==> src/rtl/cpu_pkg.sv <==
// Shared types and constants for the memory access stage.
package cpu_pkg;

   typedef enum logic [1:0] {
      IDLE = 2'd0,
      REQ  = 2'd1,
      DONE = 2'd2,
      ERR  = 2'd3
   } mem_state_t;

   localparam logic [1:0] WORD_ALIGN_MASK = 2'b11;

   // Wide enough for any TIMEOUT in 1..255.
   localparam int TIMER_W = 8;

   function automatic logic is_word_aligned(input logic [1:0] addr_lsb);
      return (addr_lsb & WORD_ALIGN_MASK) == 2'b00;
   endfunction

endpackage

==> src/rtl/mem_access_unit_wait_timer.sv <==
// Wait-cycle counter for an outstanding memory request; tc_o flags the last allowed cycle.
module wait_timer #(
   parameter int TIMEOUT = 15
) (
   input  logic clk,
   input  logic reset,
   input  logic clear_i,
   input  logic inc_i,
   output logic tc_o
);
   import cpu_pkg::*;

   localparam logic [TIMER_W-1:0] TC_VAL = TIMER_W'(TIMEOUT - 1);

   logic [TIMER_W-1:0] cnt_q;
   logic [TIMER_W-1:0] cnt_d;

   always_comb begin
      cnt_d = cnt_q;
      if (clear_i) begin
         cnt_d = '0;
      end else if (inc_i) begin
         cnt_d = cnt_q + TIMER_W'(1);
      end
   end

   always_ff @(posedge clk) begin
      if (reset) begin
         cnt_q <= '0;
      end else begin
         cnt_q <= cnt_d;
      end
   end

   assign tc_o = (cnt_q == TC_VAL);

endmodule

==> src/rtl/mem_access_unit.sv <==
// Memory access stage: MAR/MDR plus a req/ack handshake FSM with bounded wait.
// Every output comes straight from a flop; next values are computed one cycle ahead.
module mem_access_unit #(
   parameter int WIDTH   = 32,
   parameter int TIMEOUT = 15
) (
   input  logic             clk,
   input  logic             reset,
   input  logic             marEn,
   input  logic [WIDTH-1:0] addrIn,
   input  logic             mdrEn,
   input  logic [WIDTH-1:0] dataIn,
   input  logic             rd,
   input  logic             wr,
   output logic [WIDTH-1:0] mdrOut,
   output logic             memDone,
   output logic             memErr,
   output logic             busy,
   output logic [WIDTH-1:0] memAddr,
   output logic [WIDTH-1:0] memWdata,
   input  logic [WIDTH-1:0] memRdata,
   output logic             memReq,
   output logic             memWe,
   input  logic             memAck
);
   import cpu_pkg::*;

   mem_state_t       state_q, state_d;
   logic [WIDTH-1:0] mar_q, mar_d;
   logic [WIDTH-1:0] mdr_q, mdr_d;
   logic             we_q, we_d;
   logic             req_q, req_d;
   logic             done_q, done_d;
   logic             err_q, err_d;
   logic             busy_q, busy_d;
   logic             tmr_clear;
   logic             tmr_inc;
   logic             tmr_tc;

   wait_timer #(
      .TIMEOUT(TIMEOUT)
   ) u_wait_timer (
      .clk    (clk),
      .reset  (reset),
      .clear_i(tmr_clear),
      .inc_i  (tmr_inc),
      .tc_o   (tmr_tc)
   );

   always_comb begin
      state_d   = state_q;
      mar_d     = mar_q;
      mdr_d     = mdr_q;
      we_d      = we_q;
      tmr_clear = 1'b0;
      tmr_inc   = 1'b0;

      unique case (state_q)
         IDLE: begin
            if (marEn) begin
               mar_d = addrIn;
            end
            if (mdrEn) begin
               mdr_d = dataIn;
            end
            // The start decision looks at the MAR already held, not at addrIn.
            if (rd && wr) begin
               state_d = ERR;
            end else if (rd || wr) begin
               if (is_word_aligned(mar_q[1:0])) begin
                  state_d   = REQ;
                  we_d      = wr;
                  tmr_clear = 1'b1;
               end else begin
                  state_d = ERR;
               end
            end
         end
         REQ: begin
            // An ack on the final allowed wait cycle still completes the access.
            if (memAck) begin
               state_d = DONE;
               if (!we_q) begin
                  mdr_d = memRdata;
               end
            end else if (tmr_tc) begin
               state_d = ERR;
            end else begin
               tmr_inc = 1'b1;
            end
         end
         DONE:    state_d = IDLE;
         ERR:     state_d = IDLE;
         default: state_d = IDLE;
      endcase

      req_d  = (state_d == REQ);
      done_d = (state_d == DONE);
      err_d  = (state_d == ERR);
      busy_d = (state_d != IDLE);
   end

   always_ff @(posedge clk) begin
      if (reset) begin
         state_q <= IDLE;
         mar_q   <= '0;
         mdr_q   <= '0;
         we_q    <= 1'b0;
         req_q   <= 1'b0;
         done_q  <= 1'b0;
         err_q   <= 1'b0;
         busy_q  <= 1'b0;
      end else begin
         state_q <= state_d;
         mar_q   <= mar_d;
         mdr_q   <= mdr_d;
         we_q    <= we_d;
         req_q   <= req_d;
         done_q  <= done_d;
         err_q   <= err_d;
         busy_q  <= busy_d;
      end
   end

   assign mdrOut   = mdr_q;
   assign memAddr  = mar_q;
   assign memWdata = mdr_q;
   assign memReq   = req_q;
   assign memWe    = we_q;
   assign memDone  = done_q;
   assign memErr   = err_q;
   assign busy     = busy_q;

endmodule

==> config.mk <==
export PLATFORM = sky130hd
export DESIGN_NAME = mem_access_unit
export DESIGN_NICKNAME = d
export VERILOG_FILES = /design/src/rtl/cpu_pkg.sv /design/src/rtl/mem_access_unit_wait_timer.sv /design/src/rtl/mem_access_unit.sv
export SDC_FILE = /design/constraint.sdc
export NUM_CORES = 1
export LEC_CHECK = 0
export CORE_MARGIN = 3
export CORE_UTILIZATION = 40
export CTS_CLUSTER_DIAMETER = 30
export DETAILED_ROUTE_END_ITERATION = 10
export PLACE_DENSITY = 0.86
export SLEW_MARGIN = 25
export SYNTH_ARGS = -nofsm -noshare
export SYNTH_HDL_FRONTEND = slang
export SYNTH_SLANG_ARGS = --single-unit
==> constraint.sdc <==
create_clock -name clk -period 3.25 [get_ports clk]
set_input_delay 0.975 -clock clk [delete_from_list [all_inputs] [get_ports clk]]
set_output_delay 0.975 -clock clk [all_outputs]
set_load 0.02 [all_outputs]
Word-level counts from Yosys, hierarchy flattened
Index checks and enable logic that the tools add are counted.
{ "totals": {"reg_bits": 79, "latchBits": 0, "ramBits": 0, "rom_bits": 0, "inputBits": 103, "out_inout_bits": 101, "mem_count": 0} }
{ "op_classes": {"addsub": 1, "multipliers": 0, "n_div": 0, "magnitude_cmp": 0, "n_eq_ne": 10, "n_shift": 0, "n_mux": 17, "bitwise": 1, "reduce_logical": 11} }
{ "ops": {"columns": ["operator", "count"], "rows": [
  ["32-bit two-way mux", 3],
  ["32-bit one-hot mux with 2 select lines", 1],
  ["2-bit two-way mux", 5],
  ["8-bit by 1-bit adder with 8-bit output, second input constant", 1],
  ["2-bit == test, second input constant", 4],
  ["8-bit by 4-bit == test with 1-bit output, second input constant", 1],
  ["4-bit AND reduction", 2],
  ["1-bit two-way mux", 7],
  ["2-bit inequality test, second input constant", 3],
  ["2-bit one-hot mux with 3 select lines", 1],
  ["2-bit by 1-bit == test with 1-bit output, second input constant", 2],
  ["2-bit zero test", 2],
  ["2-bit nonzero test", 2],
  ["2-bit OR reduction", 2],
  ["2-bit AND reduction", 1],
  ["1-bit logical AND", 1],
  ["1-bit logical OR", 1],
  ["1-bit NOT", 1]
]} }

Longest topological paths before layout
Gate-level depths: netlist (run 1).
{ "depth": {"ltp_word": 6, "mapped_depth": 6, "mapped_depth_nobuf": 5} }

Cells and area by module
From an unflattened synthesis (run 1), not the netlist that was laid out.
{ "hier_totals": {"cells_unflattened": 436, "hier_area_um2": 3747.3} }
{ "modules_own_cells": {"columns": ["module", "instances", "cells_per_inst", "area_per_inst_um2"], "rows": [
  ["mem_access_unit", 1, 394, 3363.2],
  ["wait_timer", 1, 42, 384.1]
]} }

Least setup slack after synthesis (run 1)
Ideal clock, no wire load.
{ "synth_path": {"path_type": "in2reg", "from": "in rd", "to": "reg u_wait_timer.cnt_q[1]", "arrival_ns": 2.081, "t_required_ns": 3.125, "setup_slack_ns": 1.044, "path_stages": 6, "cell_sequence": "inv_1 > ha_1 > or4_1 > clkbuf_1 > o21bai_2 > a211oi_1"} }
{ "synth_via": {"elab_chain_len": 5, "word_cells_on_any_way": 6, "cone_classes": "mux: 3; reduce/logical: 3"} }
{ "synth_lines": {"columns": ["item", "line", "text"], "rows": [
  ["start, declared", "mem_access_unit.sv:13", "input logic rd,"],
  ["1-bit logical OR", "mem_access_unit.sv:69", "end else if (rd || wr) begin"],
  ["1-bit two-way mux", "mem_access_unit.sv:69", null],
  ["1-bit two-way mux *", "mem_access_unit.sv:67", "if (rd && wr) begin"],
  ["1-bit two-way mux *", "mem_access_unit.sv:58", "unique case (state_q)"],
  ["2-bit OR reduction (no line) *", null, null],
  ["end signal, assigned", "mem_access_unit_wait_timer.sv:31", "cnt_q <= cnt_d;"],
  ["end, declared", "mem_access_unit_wait_timer.sv:15", "logic [TIMER_W-1:0] cnt_q;"]
]} }
Mark *: on every way between the ends. The rest lies on a longest branch, timed or not.
A chain may end at the register's enable or synchronous reset.

Worst setup path in the final report (run 1)
Ends and elaborated chain as after synthesis.

==> results of run 1 <==
[state kept, by name, indices dropped and copies added (netlist names)]
name	cells
mdrOut	32
state_q	2
memAddr	32
busy	1
memWe	1
memDone	1
u_wait_timer.cnt_q	8
memReq	1
memErr	1
[path summary, 6_finish.rpt]
path / endpoint / slack (ns) / cells past startpoint
worst max-delay path: u_wait_timer.cnt_q[1] / 0.73 / 6
worst min-delay path: memAddr[12] / 0.46 / 2
worst max register to register: mdrOut[5] / 1.28 / 3
worst min register to register: memAddr[12] / 0.46 / 2
[cell usage in the layout (no fill, tap or decap), drive strengths merged, types with 4 or more instances in the layout]
cell           instances
clkdlybuf4s50        202
a21oi                 37
o21ai                  8
inv                   41
a221oi                32
dfxtp                 79
a211oi                 5
nand3                  4
nor2                   5
clkbuf                12
nand2                 66
mux2i                  4
buf                    6
o22ai                 32
ha                     4
nor2b                  4
or4                    4
[worst register-to-register path: cells and delay by family (launching register included)]
family,cells,cell delay [ns]
AO/OA/AOI/OAI,2,1.05
flip-flops,1,0.57
AND/OR/NAND/NOR,1,0.19
[metal layers]
layer | track usage | vias to the layer above | share of wire | wire (um)
li1 | - | 1737 | - | -
met1 | 0.2503 | 1655 | 0.39 | 4247
met2 | 0.3653 | 161 | 0.50 | 5397
met3 | 0.07083 | 11 | 0.10 | 1113
met4 | 0.05462 | 0 | 0.010 | 113
met5 | 0 | - | 0 | 0
[report_power, final]
part | switching (mW) | internal (mW) | total (mW)
clock | 0.348 | 0.380 | 0.728
combinational | 0.448 | 0.450 | 0.898
sequential | 0.0784 | 1.07 | 1.14
[layout make-up]
cell class	count	area share
flip-flops and latches	79	0.2851
repair buffers	208	0.3744
well taps	105	0.02368
clock buffers	12	0.02616
inverters	40	0.02706
clock inverters	4	0.009698
multi-input cells	233	0.2539
[cells by family (layout without fill, tap and decap cells)]
group | Yosys count | count (layout)
AOI/OAI and AO/OA | 126 | 126
buffers and inverters | 105 | 264
adders and majority gates | 4 | 4
and+or+nand+nor | 99 | 99
DFF | 79 | 79
muxes | 4 | 4
==> parameters.txt, run 1 <==
Parameter                              Value

Placed design
  HPWL after DPL    between 8 and 9 mm
  Gp weighted congestion    0.8462
  Placed inst area    approximately 5300 um2
  Count of port buffers added during placement    approximately 200
  Inst Count DP    between 600 and 700
  Setup WS pre-CTS    approximately 0.4 ns

Global routing
  Grt ovf    0
  Antenna violations before repair    0
  Largest net degree at the start of global routing    between 40 and 50
  Global-route wire length before repair    17.12 mm
  Number of global-route vias before repair    around 3,500
  Total track usage    0.2112

Cells and area
  Share of post-route cells with drive strength above 1    0.05208
  Layout area overhead    58.07%
  Fill cell total of the finished layout    682
  Area of combinational cells with multiple inputs    between 1000 and 1500 um2
  Core Util, Final    0.6619
  FF+latch area    1582 um2
  Filler-free cell count of the finished design    approximately 680
  Post-layout nets    678
  Final antenna diode count    0
  Final std cell area, no fill    5548 um2

Clock network
  TritonCTS clock tree    yes
  Total clock sinks    79
  Deepest level of the CTS H-tree    3
  Root Buffer    clkbuf_8
  Number of clock buffers inserted by TritonCTS    9
  # hold bufs at CTS    0
  Resized cells post-CTS    0
  Clock transition at the registers of the reported paths    0.08 ns
  Clock buffer depth    2
  Post-CTS setup buffer count    0
  Worst-Skew Late Latency    around 0.34 ns

STA
  Final worst-path setup slack    around 0.73 ns
  Unrepaired setup endpoints after global routing    false
  Worst Hold Margin    0.4570 ns
  Worst Max-Slew Pin Slew    1.009 ns
  Maximum clock frequency    0.3965 GHz
  Clock period minus worst slack    2.522 ns
  Hold Violations, Final    0
  Normalized max-slew margin    0.3263
  Final Cycle Share    0.7760
  Final-layout setup total negative slack    0 ns
  Final setup vio count    0
  Worst clock skew on the final layout    approximately 0.0095 ns
  Final Max Slew Viols    0

Synth
  Share of flip-flops with an asynchronous set or reset after synthesis    0
  Post-Synthesis Mean Instance Area    8.416 um2
  Adder-cell share of the synthesized area    0.01426
  Sequential area share after synthesis    0.4506
  Biggest area contributors in the synthesized netlist    dfxtp_1, a221oi_1, nand2_1
  Share of the synthesized area in compound gates (AO/OA/AOI/OAI)    0.2442
  Synthesized instance count    around 420
  Fraction of synthesized cell area taken by the top area cell type    0.4506
  Most used flip-flop cell after synthesis    dfxtp_1
  Summed instance area of the synthesized netlist    3510 um2
  Synth Area in Simple Gates    0.1301
  Synth area leader    dfxtp_1
  Post-synthesis mux area share    0.01141
  Share of the synthesized netlist area taken by xor and xnor gates    0
  Top-count cell post-synth    dfxtp_1
  Synth warnings    0
  Yosys cell types    39
  Ranking of synthesized cells by instance count    dfxtp_1, nand2_1, inv_1
  Syn_nets    around 520
  Number of flip-flops and latches in the synthesized netlist    a little under 80
  Dominant combinational cell family by area after synthesis    compound AO/OA/AOI/OAI gates
  Number of flops mapped to enable cells by yosys    0

Setup path
  Category of cells accounting for the largest share of critical-path delay    simple AND/OR/NAND/NOR gates
  Library cell contributing the largest single delay on the critical path    or4_1
  CP Cell Sequence    clkdlybuf4s50_1 > inv_1 > ha_1 > or4_1 > o21bai_2 > a211oi_1
  Startpoint of the worst setup timing path    rd
  Endpoint required time on the critical path    between 3 and 4 ns
  CP Buf/Inv Count    2
  Largest fanout on the critical path    9
  Critical path startpoint category    primary input
  Critical setup path kind    primary input to flop
  Reg2reg start    state_q[0]
  Type of destination of the critical path    flop
  Maximum single-stage delay on the critical path    0.65 ns
  Data arrival, critical path    between 2 and 3 ns

Routing
  Detailed-router iteration count before antenna repair    4
  Average detailed-routed wire length per instance    15.96 um
  Post-route DRC violation count    0
  Routed Wire Length    approximately 11 mm
  Detailed-route via count    roughly 3,600
  Final antenna-violating net count    0
  Average vias per placed instance    5.233
  Initial DRC Count    170

Die
  Top Ports    between 200 and 250
  Number of placement rows    33
  Die width    around 100 um
  Core Region    8382 um2
  Die area    ~9900 um2
  Height of the die    ~100 um
  Effective utilization at floorplan    0.4187

Job
  Max capacitance violation total    0

Power and ir drop
  Total leakage power    between 2 and 2.5 nW
  Highest ir drop seen on vdd    approximately 300 uV
  Power density relative to cell area    around 500 nW/um2
  Power, Total    2.769 mW

Status
  Run status    complete, no violations

Min path
  Hold WC Path Type    flop to flop
  Worst Hold Launch    memAddr[12]
(Power assumes the default switching activity.)
==> run 2, diff against run 1 <==
--- a/config.mk
+++ b/config.mk
@@ -6,10 +6,10 @@
 export NUM_CORES = 1
 export LEC_CHECK = 0
 export CORE_MARGIN = 3
-export CORE_UTILIZATION = 40
+export CORE_UTILIZATION = 34
 export CTS_CLUSTER_DIAMETER = 30
 export DETAILED_ROUTE_END_ITERATION = 10
-export PLACE_DENSITY = 0.86
+export PLACE_DENSITY = 0.78
 export SLEW_MARGIN = 25
 export SYNTH_ARGS = -nofsm -noshare
 export SYNTH_HDL_FRONTEND = slang
==> constraint.sdc (replaced) <==
create_clock -name clk -period 2.3 [get_ports clk]
set_input_delay 0.69 -clock clk [delete_from_list [all_inputs] [get_ports clk]]
set_output_delay 0.69 -clock clk [all_outputs]
set_load 0.02 [all_outputs]
==> parameters.txt, run 2 (synthesized netlist as in run 1, its figures left out) <==
Parameter                              Value

Cells and area
  Filler-free cell count of the finished design    722
  Layout area overhead    64.03%
  Final antenna diode count    0
  Post-layout nets    693
  Share of post-route cells with drive strength above 1    0.07980
  FF+latch area    between 1500 and 2000 um2
  Core Util, Final    0.5809
  Commonest non-fill, non-tap cells in the layout    clkdlybuf4s50_1, dfxtp_1, nand2_1
  Fill cell total of the finished layout    884
  Area of combinational cells with multiple inputs    between 1000 and 1500 um2
  Most common library cell in the layout ignoring fill and taps    clkdlybuf4s50_1

Setup path
  Endpoint required time on the critical path    between 1.5 and 2 ns
  Crit path to    memAddr[0]
  Worst path depth    1
  Slack of the worst reg-to-reg path    around 0.50 ns
  Type of destination of the critical path    primary output
  Largest fanout on the critical path    5
  Number of cells on the worst reg-to-reg path    2
  Category of cells accounting for the largest share of critical-path delay    buffers and inverters
  Worst r2r dst    mdrOut[14]
  CP Cell Sequence    clkdlybuf4s50_1
  Reg2reg start    state_q[1]
  Critical setup path kind    flop to primary output
  Maximum single-stage delay on the critical path    between 0.6 and 0.7 ns
  Library cell contributing the largest single delay on the critical path    clkdlybuf4s50_1
  Critical path startpoint category    flop
  Startpoint of the worst setup timing path    memAddr[0]
  CP Buf/Inv Count    1
  Data arrival, critical path    between 1 and 1.5 ns

Routing
  Final antenna-violating net count    0
  Average detailed-routed wire length per instance    approximately 15 um
  Routed Wire Length    around 11 mm
  Post-route DRC violation count    0
  Detailed-router iteration count before antenna repair    4
  Detailed-route via count    between 3,000 and 4,000
  Initial DRC Count    approximately 180
  Average vias per placed instance    approximately 5.0

Min path
  Hold WC Path Type    flop to flop

Power and ir drop
  Sw frac    0.2957
  Sequential cell fraction of total power    0.389
  Power, Total    roughly 4.1 mW
  Combinational Power Share    0.319
  Power dissipated by switching net loads    roughly 1.2 mW
  Total leakage power    roughly 2.1 nW
  Highest ir drop seen on vdd    ~360 uV
  Portion of total power attributed to the clock network    0.292
  Cell Int Power    2.918 mW
  Power density relative to cell area    719.8 nW/um2

Clock network
  Post-CTS setup buffer count    0
  Number of clock buffers inserted by TritonCTS    9
  # hold bufs at CTS    0
  Clock buffer depth    2
  Deepest level of the CTS H-tree    3
  Resized cells post-CTS    0
  Clock transition at the registers of the reported paths    roughly 0.080 ns
  Root Buffer    clkbuf_8
  TritonCTS clock tree    yes
  Worst-Skew Late Latency    0.34 ns
  Total clock sinks    approximately 80

Global routing
  Global-route wire length before repair    roughly 18 mm
  Antenna violations before repair    0
  Total track usage    0.1885
  Grt ovf    0
  Largest net degree at the start of global routing    36
  Number of global-route vias before repair    3,588

STA
  Final setup vio count    0
  Final Cycle Share    0.9109
  Worst Max-Slew Pin Slew    around 0.62 ns
  Clock period minus worst slack    2.095 ns
  Worst Hold Margin    approximately 0.45 ns
  Normalized max-slew margin    0.5858
  Worst clock skew on the final layout    approximately 0.011 ns
  Unrepaired setup endpoints after global routing    false
  Maximum clock frequency    0.4773 GHz
  Hold Violations, Final    0
  Final-layout setup total negative slack    0 ns
  Final Max Slew Viols    0

Die
  Height of the die    roughly 110 um
  Die width    roughly 110 um
  Core Region    9910 um2
  Effective utilization at floorplan    0.3542
  Top Ports    ~200
  Die area    around 12,000 um2
  Number of placement rows    36

Placed design
  HPWL after DPL    ~8.5 mm
  Count of port buffers added during placement    slightly above 200
  Gp weighted congestion    around 0.77
  Inst Count DP    just over 700

Job
  Max capacitance violation total    0

Status
  Run status    complete, no violations
-- run 2: worst min path at each step --
stage	cells past startpoint	from	endpoint
after floorplan	2	u_wait_timer.cnt_q[7]	u_wait_timer.cnt_q[7]
final	2	memAddr[15]	memAddr[15]
after global placement	2	memAddr[28]	memAddr[28]
after global routing	2	memAddr[9]	memAddr[9]
after detailed placement	2	memAddr[15]	memAddr[15]
after CTS	2	memAddr[12]	memAddr[12]
-- run 2: per-layer routing --
metal  vias to the layer above  part of all wire  GRT usage
met2                       143              0.50     0.3313
li1                       1761                 -          -
met3                        10             0.094    0.07019
met5                         -                 0          0
met4                         0             0.012    0.05050
met1                      1684              0.40     0.2139
-- run 2: worst reg2reg max path, stage by stage (launching register included) --
cell	delay, ns
dfxtp_1	0.63
clkinvlp_4	0.60
a221oi_1	0.46
-- run 2: power by group through the flow --
stage / sequential (mW) / clock [mW] / combinational, mW
global placement: 1.63 / 0 / 1.30
detailed placement: 1.64 / 0 / 1.32
CTS: 1.61 / 1.24 / 1.33
floorplan: 1.77 / 0 / 0.567
finish: 1.61 / 1.21 / 1.32
global route: 1.63 / 1.30 / 1.42
-- run 2: cell type report --
cell class                 count  area share
clock buffer                  10     0.02391
clock inverter                 4     0.01652
inverter                      40     0.02673
multi-input combinational    233      0.2467
sequential                    79      0.2747
tap                          133     0.02891
timing repair buffer         223      0.3825
-- run 2: per-stage QoR --
step / area [um2] / worst slack [ns]
final: 5757 / 0.2049
after global routing: 5757 / 0.1196
after CTS: 5742 / 0.07981
after detailed placement: 5509 / -0.2845
after global placement: 5509 / -0.2121
after floorplan: 3510 / 0.3791
==> run 3, diff against run 2 <==
==> constraint.sdc (replaced) <==
create_clock -name clk -period 1.85 [get_ports clk]
set_input_delay 0.555 -clock clk [delete_from_list [all_inputs] [get_ports clk]]
set_output_delay 0.555 -clock clk [all_outputs]
set_load 0.02 [all_outputs]
==> parameters.txt, run 3 (synthesized netlist as in run 1, its figures left out) <==
Parameter                              Value

Setup path
  Type of destination of the critical path    flop
  Data arrival, critical path    approximately 2.1 ns
  Critical path startpoint category    primary input
  Critical setup path kind    primary input to flop
  Endpoint required time on the critical path    between 2 and 2.5 ns
  Largest fanout on the critical path    5

Cells and area
  Core Util, Final    0.5778
  Area of combinational cells with multiple inputs    ~1500 um2
  Most common library cell in the layout ignoring fill and taps    dlygate4sd2_1
  FF+latch area    about 1600 um2
  Share of post-route cells with drive strength above 1    0.08629
  Final antenna diode count    0
  Final std cell area, no fill    approximately 5700 um2
  Fill cell total of the finished layout    around 900
  Post-layout nets    between 600 and 700
  Layout area overhead    63.14%
  Commonest non-fill, non-tap cells in the layout    dlygate4sd2_1, clkdlybuf4s50_1, dfxtp_1

Clock network
  Worst-Skew Late Latency    around 0.34 ns
  Clock buffer depth    2
  Clock transition at the registers of the reported paths    roughly 0.08 ns
  Root Buffer    clkbuf_8
  Post-CTS setup buffer count    0
  Total clock sinks    79
  TritonCTS clock tree    yes
  Deepest level of the CTS H-tree    3
  Number of clock buffers inserted by TritonCTS    9

Placed design
  Placed inst area    around 5600 um2
  Gp weighted congestion    0.8127
  HPWL after DPL    roughly 8.4 mm
  Count of port buffers added during placement    approximately 200

Global routing
  Largest net degree at the start of global routing    between 40 and 50
  Number of global-route vias before repair    approximately 3,600
  Global-route wire length before repair    around 17 mm
  Total track usage    0.1838
  Antenna violations before repair    0
  Grt ovf    0

STA
  Final setup vio count    0
  Normalized max-slew margin    0.6332
  Clock period minus worst slack    around 1.8 ns
  Worst Max-Slew Pin Slew    ~0.55 ns
  Hold Violations, Final    0
  Unrepaired setup endpoints after global routing    false
  Maximum clock frequency    0.5522 GHz
  Final Max Slew Viols    0
  Final Cycle Share    0.9788
  Worst clock skew on the final layout    between 0.005 and 0.006 ns

Die
  Effective utilization at floorplan    0.3542
  Die area    roughly 12,000 um2
  Core Region    around 10000 um2
  Height of the die    between 100 and 150 um
  Number of placement rows    36
  Top Ports    204
  Die width    107.6 um

Power and ir drop
  Power density relative to cell area    between 800 and 900 nW/um2
  Highest ir drop seen on vdd    slightly below 600 uV
  Total leakage power    around 2.6 nW

Routing
  Routed Wire Length    ~11 mm
  Post-route DRC violation count    0
  Detailed-route via count    roughly 3,600
  Average vias per placed instance    5.022
  Initial DRC Count    about 160
  Final antenna-violating net count    0
  Detailed-router iteration count before antenna repair    4
  Average detailed-routed wire length per instance    around 15 um

Status
  Run status    complete, no violations

Job
  Max capacitance violation total    0

Min path
  Hold WC Path Type    flop to flop
## run 3: area by class of cell
class | count | share of cell area
Timing Repair Buffer | 223 | 0.3728
Multi-Input combinational cell | 233 | 0.2535
Inverter | 40 | 0.02688
Clock buffer | 11 | 0.02295
Sequential cell | 79 | 0.2762
Clock inverter | 5 | 0.01858
Tap cell | 133 | 0.02906
## run 3: final timing paths
check / from / end / slack [ns] / depth (start not counted)
max reg2reg: state_q[1] / mdrOut[27] / 0.16 / 3
max: memAck / u_wait_timer.cnt_q[5] / 0.04 / 4
min reg2reg: memAddr[29] / memAddr[29] / 0.45 / 2
min: memAddr[29] / memAddr[29] / 0.45 / 2
## run 3: through the flow
step	TNS, ns	hold WS, ns	power (mW)	cells	setup slack (ns)
2_1_floorplan	0	0.4631	2.911	417	0.06409
5_1_grt	0	0.4772	5.260	724	0.01161
3_3_place_gp	-14.39	0.4414	3.672	708	-0.5314
3_5_place_dp	-17.22	0.4478	3.710	708	-0.5884
4_1_cts	-0.003489	0.4552	5.065	724	-0.003489
6_report	0	0.4539	5.015	724	0.03918
## run 3: report_power, final
group          leakage (nW)  internal [mW]  switching, mW  total [mW]
sequential            0.650           1.87          0.109        1.98
clock                 0.114          0.901          0.623        1.52
combinational          1.79          0.686          0.826        1.51
total                  2.56           3.46           1.56        5.02
## run 3: timing repair
action	in CTS	in global routing
pin swaps	1	0
hold buffers	0	0
gates resized for setup	106	8
endpoints found under the setup margin	109	40
cloned	0	0
## run 3: critical path: stages
cell and delay, ns:
clkdlybuf4s50_1 0.42, or3b_4 0.41, or4_4 0.54, a21oi_2 0.16
## run 3: per-layer routing
layer  global-route usage  vias up  part of all wire
li1                     -     1774                 -
met1               0.2013     1703              0.38
met2               0.3339      153              0.51
met3              0.07439        6              0.10
met4              0.03607        0            0.0070
met5                    0        -                 0
